$ cat src/rtl/uart_rx_pkg.sv
// Shared types and constants for the parametrised UART receiver.
package uart_rx_pkg;

    typedef enum logic [2:0] {
        IDLE,
        START,
        DATA,
        PARITY,
        STOP
    } state_e;

    localparam logic PAR_EVEN = 1'b0;
    localparam logic PAR_ODD  = ~PAR_EVEN;

    localparam int unsigned MIN_PRESCALE = 4;

endpackage

$ cat src/rtl/uart_rx_sampler.sv
// Per-bit oversampling counter and bit-value sampler for uart_rx_param.
// UART_RX_MAJORITY_EN selects a 2-of-3 vote around the sample point instead of a single sample.
module uart_rx_sampler
    import uart_rx_pkg::*;
#(
    parameter int unsigned PRESCALE_W = 8
) (
    input  logic                  clk,
    input  logic                  rst,
    input  logic                  rx_s,
    input  logic                  start,
    input  logic [PRESCALE_W-1:0] prescale,
    output logic                  sample_c,
    output logic                  bit_c
);

    logic [PRESCALE_W-1:0] cnt_q, cnt_d;
    logic [PRESCALE_W-1:0] presc_q, presc_d;
    logic [PRESCALE_W-1:0] half;
    logic                  bit_done;
    logic                  mid_q, mid_d;
`ifdef UART_RX_MAJORITY_EN
    logic                  early_q, early_d;
`endif

    // The bit value is taken at cnt==P>>1 and handed to the FSM one cycle later, so the
    // decision cycle is the same whether or not the late majority sample is used.
    always_comb begin
        half     = presc_q >> 1;
        bit_done = (cnt_q == presc_q - PRESCALE_W'(1));
        sample_c = (cnt_q == half + PRESCALE_W'(1));
        presc_d  = presc_q;
        cnt_d    = bit_done ? '0 : cnt_q + PRESCALE_W'(1);
        mid_d    = (cnt_q == half) ? rx_s : mid_q;
`ifdef UART_RX_MAJORITY_EN
        early_d  = (cnt_q == half - PRESCALE_W'(1)) ? rx_s : early_q;
        bit_c    = (early_q & mid_q) | (early_q & rx_s) | (mid_q & rx_s);
`else
        bit_c    = mid_q;
`endif
        // Detection cycle counts as cnt 0; illegal prescales are clamped so the FSM always advances.
        if (start) begin
            cnt_d   = PRESCALE_W'(1);
            presc_d = (prescale < PRESCALE_W'(MIN_PRESCALE)) ? PRESCALE_W'(MIN_PRESCALE) : prescale;
        end
    end

    always_ff @(posedge clk) begin
        if (rst) begin
            cnt_q   <= '0;
            presc_q <= PRESCALE_W'(MIN_PRESCALE);
            mid_q   <= 1'b1;
`ifdef UART_RX_MAJORITY_EN
            early_q <= 1'b1;
`endif
        end else begin
            cnt_q   <= cnt_d;
            presc_q <= presc_d;
            mid_q   <= mid_d;
`ifdef UART_RX_MAJORITY_EN
            early_q <= early_d;
`endif
        end
    end

endmodule

$ cat src/rtl/uart_rx_param.sv
// Parametrised UART receiver: synchroniser, frame FSM, shift register, parity and stop checks.
// Optional build macro UART_RX_MAJORITY_EN enables 3-sample majority voting in uart_rx_sampler.
module uart_rx_param
    import uart_rx_pkg::*;
#(
    parameter int unsigned DATA_W     = 8,
    parameter int unsigned PRESCALE_W = 8
) (
    input  logic                  clk,
    input  logic                  rst,
    input  logic                  data,
    input  logic [PRESCALE_W-1:0] prescale,
    input  logic                  par_enable,
    input  logic                  par_type,
    input  logic                  stop_two,
    output logic [DATA_W-1:0]     data_out,
    output logic                  data_valid,
    output logic                  par_err,
    output logic                  stop_err,
    output logic                  busy
);

    localparam int unsigned CNT_W = $clog2(DATA_W);

    logic              sync1_q, sync1_d;
    logic              rx_s_q, rx_s_d;
    logic              rx_prev_q, rx_prev_d;
    state_e            state_q, state_d;
    logic [DATA_W-1:0] shift_q, shift_d;
    logic [CNT_W-1:0]  bit_cnt_q, bit_cnt_d;
    logic              par_en_q, par_en_d;
    logic              par_type_q, par_type_d;
    logic              stop_two_q, stop_two_d;
    logic              par_fail_q, par_fail_d;
    logic              stop_fail_q, stop_fail_d;
    logic [DATA_W-1:0] data_out_q, data_out_d;
    logic              data_valid_q, data_valid_d;
    logic              par_err_q, par_err_d;
    logic              stop_err_q, stop_err_d;
    logic              busy_q, busy_d;
    logic              start_c;
    logic              sample_c;
    logic              bit_c;
    logic              stop_bad;

    uart_rx_sampler #(
        .PRESCALE_W (PRESCALE_W)
    ) u_sampler (
        .clk      (clk),
        .rst      (rst),
        .rx_s     (rx_s_q),
        .start    (start_c),
        .prescale (prescale),
        .sample_c (sample_c),
        .bit_c    (bit_c)
    );

    always_comb begin
        sync1_d      = data;
        rx_s_d       = sync1_q;
        rx_prev_d    = rx_s_q;
        state_d      = state_q;
        shift_d      = shift_q;
        bit_cnt_d    = bit_cnt_q;
        par_en_d     = par_en_q;
        par_type_d   = par_type_q;
        stop_two_d   = stop_two_q;
        par_fail_d   = par_fail_q;
        stop_fail_d  = stop_fail_q;
        data_out_d   = data_out_q;
        data_valid_d = 1'b0;
        par_err_d    = 1'b0;
        stop_err_d   = 1'b0;
        start_c      = 1'b0;
        stop_bad     = stop_fail_q | ~bit_c;

        unique case (state_q)
            IDLE: begin
                // Edge, not level: a line stuck low after a bad stop bit cannot restart a frame.
                if (rx_prev_q && !rx_s_q) begin
                    start_c     = 1'b1;
                    state_d     = START;
                    bit_cnt_d   = '0;
                    par_en_d    = par_enable;
                    par_type_d  = par_type;
                    stop_two_d  = stop_two;
                    par_fail_d  = 1'b0;
                    stop_fail_d = 1'b0;
                end
            end
            START: begin
                if (sample_c) begin
                    state_d = bit_c ? IDLE : DATA;
                end
            end
            DATA: begin
                if (sample_c) begin
                    shift_d = {bit_c, shift_q[DATA_W-1:1]};
                    if (bit_cnt_q == CNT_W'(DATA_W - 1)) begin
                        bit_cnt_d = '0;
                        state_d   = par_en_q ? PARITY : STOP;
                    end else begin
                        bit_cnt_d = bit_cnt_q + CNT_W'(1);
                    end
                end
            end
            PARITY: begin
                if (sample_c) begin
                    if (bit_c != ((^shift_q) ^ (par_type_q == PAR_ODD))) begin
                        par_fail_d = 1'b1;
                    end
                    state_d = STOP;
                end
            end
            STOP: begin
                if (sample_c) begin
                    stop_fail_d = stop_bad;
                    if (!stop_two_q || bit_cnt_q == CNT_W'(1)) begin
                        state_d = IDLE;
                        if (!(par_fail_q || stop_bad)) begin
                            data_valid_d = 1'b1;
                            data_out_d   = shift_q;
                        end else begin
                            par_err_d  = par_fail_q;
                            stop_err_d = stop_bad;
                        end
                    end else begin
                        bit_cnt_d = CNT_W'(1);
                    end
                end
            end
            default: state_d = IDLE;
        endcase

        busy_d = (state_d != IDLE);
    end

    always_ff @(posedge clk) begin
        if (rst) begin
            sync1_q      <= 1'b1;
            rx_s_q       <= 1'b1;
            rx_prev_q    <= 1'b1;
            state_q      <= IDLE;
            shift_q      <= '0;
            bit_cnt_q    <= '0;
            par_en_q     <= 1'b0;
            par_type_q   <= 1'b0;
            stop_two_q   <= 1'b0;
            par_fail_q   <= 1'b0;
            stop_fail_q  <= 1'b0;
            data_out_q   <= '0;
            data_valid_q <= 1'b0;
            par_err_q    <= 1'b0;
            stop_err_q   <= 1'b0;
            busy_q       <= 1'b0;
        end else begin
            sync1_q      <= sync1_d;
            rx_s_q       <= rx_s_d;
            rx_prev_q    <= rx_prev_d;
            state_q      <= state_d;
            shift_q      <= shift_d;
            bit_cnt_q    <= bit_cnt_d;
            par_en_q     <= par_en_d;
            par_type_q   <= par_type_d;
            stop_two_q   <= stop_two_d;
            par_fail_q   <= par_fail_d;
            stop_fail_q  <= stop_fail_d;
            data_out_q   <= data_out_d;
            data_valid_q <= data_valid_d;
            par_err_q    <= par_err_d;
            stop_err_q   <= stop_err_d;
            busy_q       <= busy_d;
        end
    end

    assign data_out   = data_out_q;
    assign data_valid = data_valid_q;
    assign par_err    = par_err_q;
    assign stop_err   = stop_err_q;
    assign busy       = busy_q;

endmodule
$ cat config.mk
export PLATFORM = sky130hd
export DESIGN_NAME = uart_rx_param
export DESIGN_NICKNAME = d
export VERILOG_FILES = /design/src/rtl/uart_rx_pkg.sv /design/src/rtl/uart_rx_sampler.sv /design/src/rtl/uart_rx_param.sv
export SDC_FILE = /design/constraint.sdc
export NUM_CORES = 1
export LEC_CHECK = 0
export BUFFER_PORTS_ARGS = -buffer_cell sky130_fd_sc_hd__buf_2
export CAP_MARGIN = 20
export CORE_MARGIN = 3
export CORE_UTILIZATION = 53
export CTS_CLUSTER_DIAMETER = 30
export CTS_CLUSTER_SIZE = 30
export DETAILED_ROUTE_END_ITERATION = 6
export PLACE_DENSITY_LB_ADDON = 0.3
export SLEW_MARGIN = 25
export SYNTH_ARGS = -nofsm -noshare
export SYNTH_HDL_FRONTEND = slang
export SYNTH_SLANG_ARGS = --single-unit
export TNS_END_PERCENT = 10
$ cat constraint.sdc
create_clock -name clk -period 2.21 [get_ports clk]
set_input_delay 0.1105 -clock clk [delete_from_list [all_inputs] [get_ports clk]]
set_output_delay 0.1105 -clock clk [all_outputs]
set_load 0.1 [all_outputs]
==> parameters.txt <==
Parameter                              Value

Drt
  Routed WL per cell    between 10 and 15 µm
  Routed vias    around 2400
  Via-per-instance ratio    roughly 5.5
  DRC violation count after routing    0
  First-pass detailed-route iteration total    5
  Routed wire length    approximately 6300 µm
  Number of nets with antenna violations after routing    0
  Count of routing violations after the opening detailed-route iteration    ~120

GRT
  Wire length of the first global-routing pass    roughly 11000 µm
  Largest net degree at the start of global routing    26
  Number of global-route vias before repair    2361
  Total congestion overflow after global routing    0
  Initial antenna violation count    0
  GRT Overall Usage    0.217

Setup path
  Delay of the slowest cell on the worst path    0.44 ns
  Count of cells along the worst register-to-register path    10
  Buffering stage count on the worst path with inverters included    2
  Cell-by-cell trace of the critical path    inv_4, ha_4, nand2b_4, or4_4, o2111a_1, o21ai_2, a2111oi_4, or3_4, buf_12, nor2_2
  Cell family with the largest share of critical-path delay    simple AND/OR/NAND/NOR gates
  Startpoint of the worst-slack reg-to-reg timing path    u_sampler.presc_q[1]$_SDFFE_PP0P_
  Critical path startpoint category    register
  Data required time of the worst path    2.47 ns
  Worst flop-to-flop path endpoint    u_sampler.cnt_q[5]$_SDFF_PP0_
  Highest-delay cell along the critical path    sky130_fd_sc_hd__or4_4
  Arrival @ worst endpoint    2.46 ns
  Highest fanout seen on the critical path    7
  Crit path kind    register to register
  Endpoint kind of the worst setup timing path    register
  Setup slack of the worst register-to-register path    0.004 ns

Hold path
  Path class of the lowest-slack min-delay path    input pin to register
  Hold Path Depth    3
  Min-Delay Endpoint    stop_two_q$_SDFFE_PP0P_
  Startpoint of the worst hold path    stop_two

Yosys
  Number of synthesized register bits    around 50
  Synth async-reset ratio    0
  Post-synth EDFFs    0
  Leading register cell type out of synthesis    sky130_fd_sc_hd__dfxtp_1
  Number of nets in the synthesized netlist    approximately 340
  Netlist area before placement    about 2700 µm²
  Total number of yosys warnings    0
  Distinct cell type count of the synthesized netlist    51
  Synthesized area divided by synthesized cell count    between 8 and 9 µm²
  Seq/Total Area, Yosys    0.383
  Syn Inst Count    320

Die
  Initial Util    0.557
  Number of top-level pins    26
  Horizontal die dimension    76.9 µm
  Core region area    ~4800 µm²
  Die Area    just under 6000 µm²
  Die extent in y    between 70 and 80 µm
  Total number of placement rows    25

Place
  HPWL Detailed    about 4400 µm
  Total cell area at the placement stage    approximately 3000 µm²
  Placed Instances    420
  Minimum setup slack after placement    -0.107 ns
  Count of input and output buffers    25
  Gpl congestion    0.892

Cells and area
  Multi-input combinational cell area    between 1500 and 2000 µm²
  Fillers    between 300 and 400
  Number of antenna diodes    0
  Fraction of layout cells with a size suffix above 1    0.287
  Post-route standard cell area excluding fillers    ~3300 µm²
  Post-route non-filler standard cell count    430
  # nets final    383
  Synthesis-to-layout area growth    24.2%
  Storage cell area    ~1000 µm²

Timing
  Final-layout worst hold slack    0.0281 ns
  Actual transition at the worst max-transition pin    0.490 ns
  Worst slew slack as a fraction of its limit    0.675
  Minimum clock period after layout    between 2 and 2.5 ns
  Number of pins exceeding their max-slew limit in the final report    0
  Highest clock frequency the design can meet    0.453 GHz
  Hold Violations, Final    0
  Final worst slack    approximately 0.004 ns
  Fraction of the cycle the final worst path needs    0.998
  Worst Skew    0.00924 ns
  Setup repair after global routing missed its margin    yes
  Finish-stage setup viols    0
  Sum of negative setup slack    0 ns

Clock network
  Maximum clock path buffer count    2
  Clock transition at the register clock pins on the worst setup and hold paths after CTS    0.11 ns
  TritonCTS clock tree    yes
  Clk Latency, worst-skew pair    approximately 0.31 ns
  Number of buffers created by CTS    5
  CTS Sinks    51
  Maximum level of the CTS H-tree    2
  Root buffer cell    sky130_fd_sc_hd__clkbuf_8

Flow run
  Number of max-capacitance violations reported    0

Pwr
  Max IR drop VDD    roughly 0.42 mV
  P per Cell Area    between 500 and 600 nW/µm²
  Leak    between 1 and 1.5 nW

Outcome
  Status    finished clean
[report_power, final]
group          switching (W)  internal (W)  leakage (nW)
clock               0.000342      0.000235        0.0467
sequential         0.0000210      0.000934         0.416
combinational       0.000146      0.000117         0.897
[cell type report]
type                       count  share of cell area
multi-input combinational    228               0.496
sequential                    51               0.313
timing repair buffer          56               0.113
tap                           67              0.0253
inverter                      20              0.0234
clock buffer                   5              0.0208
clock inverter                 3             0.00831
[layout by cell type, fill, tap and decap left out, types with 3 or more instances in the layout]
cell type                  instances
sky130_fd_sc_hd__dfxtp_1          45
sky130_fd_sc_hd__nand2_1          32
sky130_fd_sc_hd__buf_4            27
sky130_fd_sc_hd__buf_2            26
sky130_fd_sc_hd__a21oi_1          25
sky130_fd_sc_hd__nor2_1           24
sky130_fd_sc_hd__xnor2_1          21
sky130_fd_sc_hd__inv_1            17
sky130_fd_sc_hd__nand3_1          14
sky130_fd_sc_hd__xor2_1            9
sky130_fd_sc_hd__mux2i_1           9
sky130_fd_sc_hd__nor2_2            7
sky130_fd_sc_hd__o21ai_0           5
sky130_fd_sc_hd__nor3_1            5
sky130_fd_sc_hd__and3_1            5
sky130_fd_sc_hd__clkbuf_8          5
sky130_fd_sc_hd__nand4_1           4
sky130_fd_sc_hd__a41o_1            4
sky130_fd_sc_hd__nor4_1            4
sky130_fd_sc_hd__ha_1              4
sky130_fd_sc_hd__and4_1            3
sky130_fd_sc_hd__o21ai_1           3
sky130_fd_sc_hd__a31oi_1           3
sky130_fd_sc_hd__or2_2             3
sky130_fd_sc_hd__ha_4              3
sky130_fd_sc_hd__dfxtp_2           3
sky130_fd_sc_hd__dfxtp_4           3
[worst max path at each step]
stage,from,endpoint,slack [ns],cells past startpoint
after global placement,u_sampler.presc_q[2]$_SDFFE_PP1P_,busy$_SDFF_PP0_,-0.06,11
after CTS,u_sampler.presc_q[1]$_SDFFE_PP0P_,u_sampler.cnt_q[5]$_SDFF_PP0_,0.01,10
after floorplan,u_sampler.presc_q[2]$_SDFFE_PP1P_,data_out[0]$_SDFFE_PP0P_,0.04,11
after global routing,u_sampler.presc_q[1]$_SDFFE_PP0P_,u_sampler.cnt_q[6]$_SDFF_PP0_,-0.10,10
final,u_sampler.presc_q[1]$_SDFFE_PP0P_,u_sampler.cnt_q[5]$_SDFF_PP0_,0.004,10
after detailed placement,u_sampler.presc_q[1]$_SDFFE_PP0P_,u_sampler.cnt_q[5]$_SDFF_PP0_,-0.11,10
[cell usage after synthesis (2+ instances only)]
| cell | n | share of area |
|---|---|---|
| sky130_fd_sc_hd__buf_4 | 3 | 0.0084 |
| sky130_fd_sc_hd__inv_1 | 20 | 0.028 |
| sky130_fd_sc_hd__o21ai_1 | 2 | 0.0038 |
| sky130_fd_sc_hd__nor2_2 | 7 | 0.016 |
| sky130_fd_sc_hd__xor2_1 | 11 | 0.036 |
| sky130_fd_sc_hd__nor2b_1 | 2 | 0.0047 |
| sky130_fd_sc_hd__mux2i_1 | 9 | 0.034 |
| sky130_fd_sc_hd__and4_1 | 3 | 0.0099 |
| sky130_fd_sc_hd__a211oi_1 | 2 | 0.0056 |
| sky130_fd_sc_hd__and3_1 | 5 | 0.012 |
| sky130_fd_sc_hd__a21oi_1 | 26 | 0.049 |
| sky130_fd_sc_hd__a41o_1 | 4 | 0.015 |
| sky130_fd_sc_hd__a22oi_1 | 2 | 0.0056 |
| sky130_fd_sc_hd__xnor2_1 | 21 | 0.069 |
| sky130_fd_sc_hd__or3_1 | 2 | 0.0047 |
| sky130_fd_sc_hd__nand3_1 | 14 | 0.026 |
| sky130_fd_sc_hd__ha_1 | 7 | 0.033 |
| sky130_fd_sc_hd__clkbuf_1 | 10 | 0.014 |
| sky130_fd_sc_hd__nand2_1 | 32 | 0.045 |
| sky130_fd_sc_hd__nor2_1 | 24 | 0.034 |
| sky130_fd_sc_hd__a31oi_1 | 4 | 0.0094 |
| sky130_fd_sc_hd__or2_2 | 3 | 0.0070 |
| sky130_fd_sc_hd__nand4_1 | 4 | 0.0094 |
| sky130_fd_sc_hd__nand2b_1 | 3 | 0.0070 |
| sky130_fd_sc_hd__buf_2 | 6 | 0.011 |
| sky130_fd_sc_hd__nor3_1 | 5 | 0.0094 |
| sky130_fd_sc_hd__nor4_1 | 7 | 0.016 |
| sky130_fd_sc_hd__o22ai_1 | 3 | 0.0070 |
| sky130_fd_sc_hd__dfxtp_1 | 51 | 0.38 |
| sky130_fd_sc_hd__o21ai_0 | 7 | 0.013 |
[timing repair]
item                       CTS  global route
gates resized for setup     26            16
gates cloned                 1             0
setup endpoints to repair   18            28
pin swaps                    7            11
buffers inserted             1             0
hold buffers                 1             0
hold endpoints to repair     1             0
[state kept, by name (all words and copies together) (netlist names)]
| signal | count |
|---|---|
| par_fail_q | 1 |
| bit_cnt_q | 3 |
| par_type_q | 1 |
| rx_prev_q | 1 |
| data_valid | 1 |
| rx_prev_d | 1 |
| stop_err | 1 |
| stop_fail_q | 1 |
| par_err | 1 |
| data_out | 8 |
| busy | 1 |
| u_sampler.cnt_q | 8 |
| shift_q | 8 |
| stop_two_q | 1 |
| u_sampler.bit_c | 1 |
| state_q | 3 |
| rx_s_d | 1 |
| u_sampler.presc_q | 8 |
| par_en_q | 1 |
[worst min-delay path, cell delays in order]
cell and delay (ns):
sky130_fd_sc_hd__buf_2 0.09, sky130_fd_sc_hd__nand2_1 0.04, sky130_fd_sc_hd__a21oi_1 0.05
[per-stage QoR]
stage          utilization  power (W)
6_report             0.692    0.00179
5_1_grt              0.692    0.00187
4_1_cts              0.679    0.00179
3_5_place_dp         0.630    0.00120
3_3_place_gp         0.630    0.00120
2_1_floorplan            -    0.00112
[logic make-up after synthesis]
kind of cell	share of synthesized area
simple gates	0.227
compound gates	0.146
flops	0.383
buf+inv	0.0675
xor+xnor	0.105
mux	0.0380
fa+ha+maj	0.0328
[per-layer routing]
layer,part of all wire,track usage
met5,0,0
met4,0.018,0.0906
met3,0.042,0.0376
met2,0.49,0.375
met1,0.44,0.265
Power figures use the tool's default switching activity.
